### src/rtl/vga_frame_scheduler.sv
// vga_frame_scheduler: per-frame CLEAR -> TILE -> optional OVERLAY sequencer that owns the vga_adapter port,
// with per-phase watchdog and saturating timeout/overrun counters.
module vga_frame_scheduler #(
    parameter int          X_W     = 8,
    parameter int          Y_W     = 7,
    parameter int          C_W     = 24,
    parameter logic [19:0] TIMEOUT = 20'd800000
) (
    input  logic           clk,
    input  logic           resetn,
    input  logic           frame_tick,
    input  logic           overlay_en,
    output logic           clr_start,
    input  logic           clr_done,
    input  logic [X_W-1:0] clr_x,
    input  logic [Y_W-1:0] clr_y,
    input  logic [C_W-1:0] clr_c,
    input  logic           clr_plot,
    output logic           tile_start,
    input  logic           tile_done,
    input  logic [X_W-1:0] tile_x,
    input  logic [Y_W-1:0] tile_y,
    input  logic [C_W-1:0] tile_c,
    input  logic           tile_plot,
    output logic           ovl_start,
    input  logic           ovl_done,
    input  logic [X_W-1:0] ovl_x,
    input  logic [Y_W-1:0] ovl_y,
    input  logic [C_W-1:0] ovl_c,
    input  logic           ovl_plot,
    output logic [X_W-1:0] vga_x,
    output logic [Y_W-1:0] vga_y,
    output logic [C_W-1:0] vga_colour,
    output logic           vga_plot,
    output logic [1:0]     phase,
    output logic           frame_done,
    output logic [7:0]     timeout_cnt,
    output logic [7:0]     overrun_cnt
);
    typedef enum logic [1:0] {S_IDLE = 2'b00, S_CLR = 2'b01, S_TILE = 2'b10, S_OVL = 2'b11} state_t;

    state_t         r_state;
    logic [19:0]    r_cnt;
    logic           w_done;
    logic           w_done_ok;
    logic           w_wd;
    logic           w_exit;
    logic           w_abort;
    logic           w_drop;
    logic           w_load;
    logic           w_plot;
    logic [X_W-1:0] w_x;
    logic [Y_W-1:0] w_y;
    logic [C_W-1:0] w_c;

    assign phase  = r_state;
    assign w_done = (r_state == S_CLR) ? clr_done : (r_state == S_TILE) ? tile_done : (r_state == S_OVL) ? ovl_done : 1'b0;
    assign w_plot = (r_state == S_CLR) ? clr_plot : (r_state == S_TILE) ? tile_plot : (r_state == S_OVL) ? ovl_plot : 1'b0;
    assign w_x    = (r_state == S_CLR) ? clr_x : (r_state == S_TILE) ? tile_x : ovl_x;
    assign w_y    = (r_state == S_CLR) ? clr_y : (r_state == S_TILE) ? tile_y : ovl_y;
    assign w_c    = (r_state == S_CLR) ? clr_c : (r_state == S_TILE) ? tile_c : ovl_c;

    // r_cnt is zero exactly on the start-pulse cycle, where done is not yet trusted
    assign w_done_ok = w_done && (r_cnt != 20'd0);
    assign w_wd      = (r_state != S_IDLE) && (r_cnt == TIMEOUT - 20'd1);
    assign w_exit    = w_done_ok || w_wd;
    assign w_abort   = w_wd && !w_done_ok;
    assign w_drop    = frame_tick && ((r_state != S_IDLE) || frame_done);
    // the exit cycle's pixel would land in the next phase's first cycle, so it is suppressed
    assign w_load    = (r_state != S_IDLE) && !w_exit;

    always_ff @(posedge clk or negedge resetn) begin
        if (!resetn) begin
            r_state     <= S_IDLE;
            r_cnt       <= '0;
            clr_start   <= 1'b0;
            tile_start  <= 1'b0;
            ovl_start   <= 1'b0;
            frame_done  <= 1'b0;
            timeout_cnt <= '0;
            overrun_cnt <= '0;
            vga_x       <= '0;
            vga_y       <= '0;
            vga_colour  <= '0;
            vga_plot    <= 1'b0;
        end else begin
            clr_start   <= 1'b0;
            tile_start  <= 1'b0;
            ovl_start   <= 1'b0;
            frame_done  <= 1'b0;
            r_cnt       <= (r_state == S_IDLE) ? 20'd0 : r_cnt + 20'd1;
            timeout_cnt <= timeout_cnt + {7'd0, w_abort && (timeout_cnt != 8'hFF)};
            overrun_cnt <= overrun_cnt + {7'd0, w_drop && (overrun_cnt != 8'hFF)};
            vga_plot    <= w_load && w_plot;
            if (w_load) begin
                vga_x      <= w_x;
                vga_y      <= w_y;
                vga_colour <= w_c;
            end
            case (r_state)
                S_IDLE: if (frame_tick && !frame_done) begin
                    r_state   <= S_CLR;
                    clr_start <= 1'b1;
                end
                S_CLR: if (w_exit) begin
                    r_state    <= S_TILE;
                    tile_start <= 1'b1;
                    r_cnt      <= '0;
                end
                S_TILE: if (w_exit) begin
                    r_state    <= overlay_en ? S_OVL : S_IDLE;
                    ovl_start  <= overlay_en;
                    frame_done <= !overlay_en;
                    r_cnt      <= '0;
                end
                default: if (w_exit) begin
                    r_state    <= S_IDLE;
                    frame_done <= 1'b1;
                    r_cnt      <= '0;
                end
            endcase
        end
    end
endmodule

### config.mk
export PLATFORM = sky130hd
export DESIGN_NAME = vga_frame_scheduler
export DESIGN_NICKNAME = d
export VERILOG_FILES = /design/src/rtl/vga_frame_scheduler.sv
export SDC_FILE = /design/constraint.sdc
export NUM_CORES = 1
export LEC_CHECK = 0
export CAP_MARGIN = 10
export CORE_AREA = 3 3 114 116
export DETAILED_ROUTE_END_ITERATION = 7
export DIE_AREA = 0 0 117 119
export PLACE_DENSITY = 0.73
export SLEW_MARGIN = 20
export SYNTH_ARGS = -nofsm -noshare
export SYNTH_HDL_FRONTEND = slang
export SYNTH_SLANG_ARGS = --single-unit
### constraint.sdc
create_clock -name clk -period 2.6 [get_ports clk]
set_input_delay 0.39 -clock clk [delete_from_list [all_inputs] [get_ports clk]]
set_output_delay 0.39 -clock clk [all_outputs]
set_load 0.03 [all_outputs]
==> impl_metrics.csv, run 1 <==
group,metric,value,unit
floorplan,coreArea,12010,µm²
place,place_congestion,0.8344,
timing,report.final.slew_viol_count,0,
outcome,status,"complete, no violations",
place,portBuffers,188,
timing,worst_slew_pin_slew,0.6779,ns
place,place_hpwl,9.321,mm
route,antenna_left,0,
route,drcViolationCount,0,
setup_path,criticalPathCategory,"reg -> reg",
clock_network,clockBufferDepth,2,
global_route,antenna_found_initial,0,
clock_network,cts_made_buffers,9,
finish,syn2layout_area_growth,48.07,%
synthesis,ys_seq_area_frac,0.4245,
clock_network,clk_latency,0.32,ns
clock_network,cts_max_level,3,
finish,antenna_cells,0,
synthesis,syn_nets,578,
worst_hold_path,hold_path_class,"in -> async",
setup_path,crit_path_start_kind,"flop",
route,viasPerCell,5.171,
timing,rsz0062_at_grt,"false",
timing,max_freq,414.0,MHz
clock_network,tritoncts,"done",
global_route,gr-usage-all-layers,0.1739,
timing,worst_clock_skew,0.007186,ns
synthesis,synth-async-reset-ratio,1.000,
synthesis,yosys_warnings,0,
clock_network,clk_pin_slew,0.06,ns
setup_path,crit_chain,"buf_4 -> inv_1 -> ha_1 -> nor4b_1 -> nand3_1 -> o21ai_2 -> or3b_4 -> buf_12 -> mux2_4",
route,wl_per_cell,15.88,µm
setup_path,required,2.81,ns
setup_path,cpPeakStageDelay,0.43,ns
power_and_ir_drop,peakVddDrop,0.5616,mV
timing,fin_tns_setup,0,ns
clock_network,cts_setup_buffers,0,
floorplan,placementRows,40,
setup_path,worstPathArrival,2.62,ns
timing,min_period_over_period,0.9290,
timing,min_period,2.415,ns
floorplan,fp.dieH,119,µm
power_and_ir_drop,leakagePower,3.039,nW
synthesis,ys_seq_elements,82,
power_and_ir_drop,p_total,8.311,mW
synthesis,synthFlopType,"dfrtp_1",
finish,fin_area,7157,µm²
power_and_ir_drop,power.density,1161,nW/µm²
route,drt_wl_total,12.35,mm
floorplan,initial_core_util,0.4024,
floorplan,fp.dieW,117,µm
timing,whs,0.09470,ns
synthesis,synth_cells,445,
global_route,overflow,0,
timing,setup_violations,0,
timing,slew_headroom,0.5480,
synthesis,synth.avg_cell_area,10.86,µm²
global_route,grt_pass1_vias,4067,
setup_path,cp_max_fo,39,
route,dr.pass1.iters,4,
global_route,grt_max_degree,61,
route,vias,4023,
setup_path,slowest_stage,"or3b_4",
floorplan,die_area,13920,µm²
floorplan,io_pins,189,
finish,fin_nets,759,
clock_network,cts.sinks,82,
job,cap_violations,0,
synthesis,synth.distinct_cells,37,
clock_network,root_buffer,"clkbuf_16",
clock_network,hold_buffers,0,
finish,layout-drive-gt1-share,0.1189,
route,first_iter_violations,127,
synthesis,syn-cell-area,4833,µm²
place,place_area,6853,µm²
timing,finalHoldViolCount,0,
synthesis,synth_edf_count,0,
global_route,grt_pass1_wl,19.58,mm
setup_path,endpoint_kind,"flop",
==> routing by layer <==
layer | global-route usage | wire length [µm]
met5 | 0 | 0
met4 | 0.04229 | 144
met3 | 0.05030 | 978
met2 | 0.2909 | 5887
met1 | 0.2198 | 5344
==> layout by cell type (no fill, tap or decap), types with 2 or more instances in the layout <==
master / Yosys / routed
a211oi_1: 39 / 39
a21oi_1: 39 / 39
a31oi_1: 2 / 2
and2_1: 5 / 5
and3_1: 6 / 6
and4_1: 5 / 5
buf_12: 0 / 2
buf_4: 1 / 12
clkbuf_16: 0 / 9
clkdlybuf4s50_1: 0 / 187
clkinv_2: 0 / 2
clkinvlp_4: 0 / 2
dfrtp_1: 82 / 80
ha_1: 6 / 6
inv_1: 3 / 3
mux2_2: 2 / 2
mux2_4: 39 / 39
mux2i_1: 40 / 40
nand2_1: 11 / 11
nand2b_1: 3 / 3
nand3_1: 11 / 11
nand4_1: 8 / 8
nor2_1: 25 / 25
nor2b_1: 41 / 41
nor3_1: 3 / 3
nor4_1: 4 / 3
xnor2_1: 15 / 15
xor2_1: 15 / 15
==> worst paths after layout <==
path	from	end	slack, ns	cells past startpoint
worst max-delay path	r_cnt[0]	vga_colour[22]	0.18	9
worst min-delay path	resetn	overrun_cnt[2]	0.09	1
worst max register to register	r_cnt[0]	vga_colour[22]	0.18	9
worst min register to register	timeout_cnt[3]	timeout_cnt[3]	0.49	1
max in group asynchronous	resetn	r_cnt[11]	1.90	2
min in group clk	timeout_cnt[3]	timeout_cnt[3]	0.49	1
==> registers in the layout (all words and copies together) (netlist names) <==
register	cells
clr_start	1
frame_done	1
overrun_cnt	8
ovl_start	1
phase	2
r_cnt	20
tile_start	1
timeout_cnt	8
vga_colour	24
vga_plot	1
vga_x	8
vga_y	7
==> cells by family (layout without fill, tap and decap cells) <==
logic type | Yosys count | count (layout) | synth area share
AOI/OAI and AO/OA | 86 | 86 | 0.1136
adders and majority gates | 6 | 6 | 0.01553
buffers and inverters | 34 | 220 | 0.03831
muxes | 81 | 81 | 0.2086
xor gates and xnor gates | 30 | 30 | 0.05436
and+or+nand+nor | 126 | 126 | 0.1450
DFF | 82 | 82 | 0.4245
==> repair_timing <==
item | 4_1_cts | 5_1_grt
hold endpoints to repair | 0 | 0
endpoints found under the setup margin | 0 | 44
gates resized for setup | 0 | 1
==> critical path: cells and delay by family (launching register included) <==
kind            cells  cell delay (ns)
compound gates      1             0.19
fa+ha+maj           1             0.14
buf+inv             3             0.40
flops               1             0.39
mux                 1             0.32
simple gates        3             0.84
==> power by group <==
group | internal (mW) | total [mW] | switching (mW)
clock | 0.767 | 1.25 | 0.479
combinational | 2.50 | 5.02 | 2.53
sequential | 1.74 | 2.04 | 0.301
==> per-stage QoR <==
step / instances / setup slack (ns) / utilization
finish: 778 / 0.1846 / 0.5958
global route: 778 / 0.003777 / 0.5958
CTS: 778 / 0.1002 / 0.5953
detailed placement: 762 / 0.1119 / 0.5705
global placement: 762 / 0.1386 / 0.5705
floorplan: 445 / 0.1802 / -
==> layout make-up <==
| class | count | area [µm²] |
|---|---|---|
| Inverter | 3 | 11.26 |
| Sequential cell | 82 | 2057 |
| Clock inverter | 5 | 55.05 |
| Fill cell | 1011 | 4855 |
| Multi-Input combinational cell | 329 | 2605 |
| Tap cell | 147 | 183.9 |
| Clock buffer | 11 | 242.7 |
| Timing Repair Buffer | 201 | 2002 |
==> cell usage after synthesis, types with 2 or more instances <==
library cell | number | area (µm²)
nor2_1 | 25 | 93.84
clkbuf_1 | 18 | 67.56
nand2b_1 | 3 | 18.77
a31oi_1 | 2 | 12.51
xor2_1 | 15 | 131.4
mux2_2 | 2 | 22.52
nor4_1 | 4 | 25.02
a211oi_1 | 39 | 292.8
and2_1 | 5 | 31.28
nor3_1 | 3 | 15.01
and3_1 | 6 | 37.54
xnor2_1 | 15 | 131.4
nor2b_1 | 41 | 256.5
ha_1 | 6 | 75.07
buf_6 | 7 | 78.83
buf_1 | 4 | 15.01
nand2_1 | 11 | 41.29
mux2i_1 | 40 | 400.4
inv_1 | 3 | 11.26
and4_1 | 5 | 43.79
dfrtp_1 | 82 | 2052
a21oi_1 | 39 | 195.2
mux2_4 | 39 | 585.6
nand3_1 | 11 | 55.05
nand4_1 | 8 | 50.05
No activity file was read; power rests on OpenSTA's default activity.
==> inputs of run 2 (changes only) <==
--- a/config.mk
+++ b/config.mk
@@ -10,7 +10,6 @@
 export DETAILED_ROUTE_END_ITERATION = 7
 export DIE_AREA = 0 0 117 119
 export PLACE_DENSITY = 0.73
-export SLEW_MARGIN = 20
 export SYNTH_ARGS = -nofsm -noshare
 export SYNTH_HDL_FRONTEND = slang
 export SYNTH_SLANG_ARGS = --single-unit
==> results of run 2 <==
No change in the layout: final DEF, timing and power equal those of run 1.
==> inputs of run 3 (changes only) <==
--- a/config.mk
+++ b/config.mk
@@ -6,10 +6,10 @@
 export NUM_CORES = 1
 export LEC_CHECK = 0
 export CAP_MARGIN = 10
-export CORE_AREA = 3 3 114 116
+export CORE_AREA = 3 3 109 122
 export DETAILED_ROUTE_END_ITERATION = 7
-export DIE_AREA = 0 0 117 119
-export PLACE_DENSITY = 0.73
+export DIE_AREA = 0 0 112 125
+export PLACE_DENSITY = 0.72
 export SYNTH_ARGS = -nofsm -noshare
 export SYNTH_HDL_FRONTEND = slang
 export SYNTH_SLANG_ARGS = --single-unit
==> run 3 against run 2 <==
Largest power group unchanged. Die area grew 0.55%. Register-to-register slack improved by 0.04 ns. Critical path depth down 3. Hold slack worse by 0.10 ns. Clock skew increased by 0.0041 ns. Largest cell class unchanged. Maximum frequency up 1.9%. The run now ends with negative hold slack left.
==> impl_metrics.csv, run 3 (same netlist as run 1, synthesis figures left out) <==
group,metric,value,unit
outcome,status,"finished with violations",
outcome,violations,"negative hold slack",
floorplan,fp.dieW,112,µm
clock_network,cts_max_level,3,
finish,layout-drive-gt1-share,0.1208,
global_route,grt_max_degree,87,
power_and_ir_drop,p_int,5.071,mW
timing,whs,-0.006750,ns
setup_path,cp_max_fo,72,
setup_path,endpoint_kind,"flop",
finish,fin_nets,757,
clock_network,root_buffer,"clkbuf_16",
timing,min_period,2.371,ns
power_and_ir_drop,power.density,1170,nW/µm²
finish,syn2layout_area_growth,49.03,%
finish,final_cell_mix,"clkdlybuf4s50_1 (187), dfrtp_1 (80), nor2b_1 (41), mux2i_1 (40)",
finish,antenna_cells,0,
floorplan,fp.dieH,125,µm
setup_path,criticalPathCategory,"reg -> reg",
setup_path,required,2.81,ns
floorplan,coreArea,12030,µm²
timing,finalHoldViolCount,10,
power_and_ir_drop,switching_share,0.3985,
worst_hold_path,hold_path_class,"in -> async",
route,antenna_left,0,
route,first_iter_violations,134,
clock_network,cts.sinks,82,
power_and_ir_drop,leakagePower,3.054,nW
floorplan,placementRows,42,
global_route,gr-usage-all-layers,0.1788,
timing,worst_clock_skew,0.01125,ns
setup_path,crit_path_start_kind,"flop",
setup_path,reg2reg_depth,6,
power_and_ir_drop,comb_power_share,0.604,
place,place_congestion,0.8243,
timing,rsz0062_at_grt,"false",
finish,top_register,"vga_colour",
route,vias,4039,
global_route,overflow,0,
route,wl_per_cell,16.37,µm
finish,instances_no_fill,783,
route,drt_wl_total,12.82,mm
power_and_ir_drop,peakVddDrop,0.5893,mV
global_route,grt_pass1_vias,3975,
power_and_ir_drop,clkPwrFrac,0.154,
global_route,grt_pass1_wl,20.58,mm
clock_network,clk_latency,0.33,ns
power_and_ir_drop,power.net_switching,3.359,mW
setup_path,worstPathArrival,2.58,ns
timing,report.final.slew_viol_count,0,
setup_path,r2r_slack,0.23,ns
floorplan,initial_core_util,0.4016,
clock_network,clockBufferDepth,2,
finish,layout_commonest_cell,"clkdlybuf4s50_1",
timing,max_freq,421.7,MHz
timing,fin_tns_setup,0,ns
finish,largest_reg_flops,24,
global_route,antenna_found_initial,0,
timing,setup_violations,0,
route,drcViolationCount,0,
timing,min_period_over_period,0.9120,
floorplan,die_area,14000,µm²
setup_path,r2r-start,"phase[0]",
timing,slew_headroom,0.4583,
timing,worst_slew_pin_slew,0.8126,ns
job,cap_violations,0,
clock_network,tritoncts,"done",
clock_network,cts_made_buffers,9,
clock_network,clk_pin_slew,0.06,ns
place,place_inst,767,
route,viasPerCell,5.158,
place,portBuffers,188,
place,place_hpwl,9.633,mm
setup_path,worstReg2RegEnd,"vga_colour[4]",
route,dr.pass1.iters,4,
power_and_ir_drop,seqPwrFrac,0.242,
floorplan,io_pins,189,
finish,top_regs,"vga_colour: 24 flops, r_cnt: 20 flops",
[run 3: cell count changes in the layout (fill, tap and decap cells not counted), sizes merged]
cell      change
buf           -2
inv           +1
clkinvlp      -1
[run 3: what timing repair did]
| action | CTS | global route |
|---|---|---|
| buffers inserted | 0 | 0 |
| hold buffers | 0 | 0 |
| gates resized for setup | 0 | 3 |
| hold endpoints to repair | 0 | 0 |
| setup endpoints to repair | 0 | 4 |
[run 3: layer usage]
| metal | wire length (µm) | track usage |
|---|---|---|
| met5 | 0 | 0 |
| met4 | 207 | 0.04950 |
| met3 | 702 | 0.03432 |
| met2 | 6422 | 0.3102 |
| met1 | 5482 | 0.2282 |
[run 3: area by class of cell]
cell class,instances,area [µm²]
clock buffer,11,252.7
clock inverter,5,60.06
fill,985,4831
inverter,3,11.26
multi-input combinational,329,2618
sequential,82,2057
tap,154,192.7
timing repair buffer,199,2012
[run 3: worst max path at each step]
| stage | start | to | slack, ns | cells after the start |
|---|---|---|---|---|
| after floorplan | r_cnt[0] | timeout_cnt[6] | 0.18 | 10 |
| after global placement | tile_done | vga_y[5] | 0.14 | 7 |
| after detailed placement | r_cnt[1] | timeout_cnt[6] | 0.11 | 10 |
| after CTS | r_cnt[1] | timeout_cnt[6] | 0.09 | 10 |
| after global routing | phase[0] | vga_y[1] | 0.05 | 6 |
| final | phase[0] | vga_colour[4] | 0.23 | 6 |
[run 3: power groups by stage]
stage	registers [mW]	clock network (mW)	logic (mW)
after floorplan	2.79	0	2.85
after global placement	2.05	0	5.03
after detailed placement	2.05	0	5.13
after CTS	2.05	1.32	5.14
after global routing	2.10	1.38	5.45
final	2.04	1.30	5.09
[run 3: metrics by stage]
step                instance area, µm²  total power, mW    util  setup slack, ns
global placement                  6872            7.075  0.5710           0.1410
global route                      7203            8.929  0.5986          0.04862
finish                            7203            8.431  0.5986           0.2289
detailed placement                6872            7.180  0.5710           0.1128
CTS                               7184            8.508  0.5970          0.08974
floorplan                         4833            5.639       -           0.1802
[run 3: worst max-delay path: stages (launching register included)]
cell,delay (ns)
dfrtp_4,0.45
buf_4,0.30
buf_4,0.70
nor2b_1,0.10
a211oi_1,0.27
a21oi_1,0.11
mux2_4,0.29
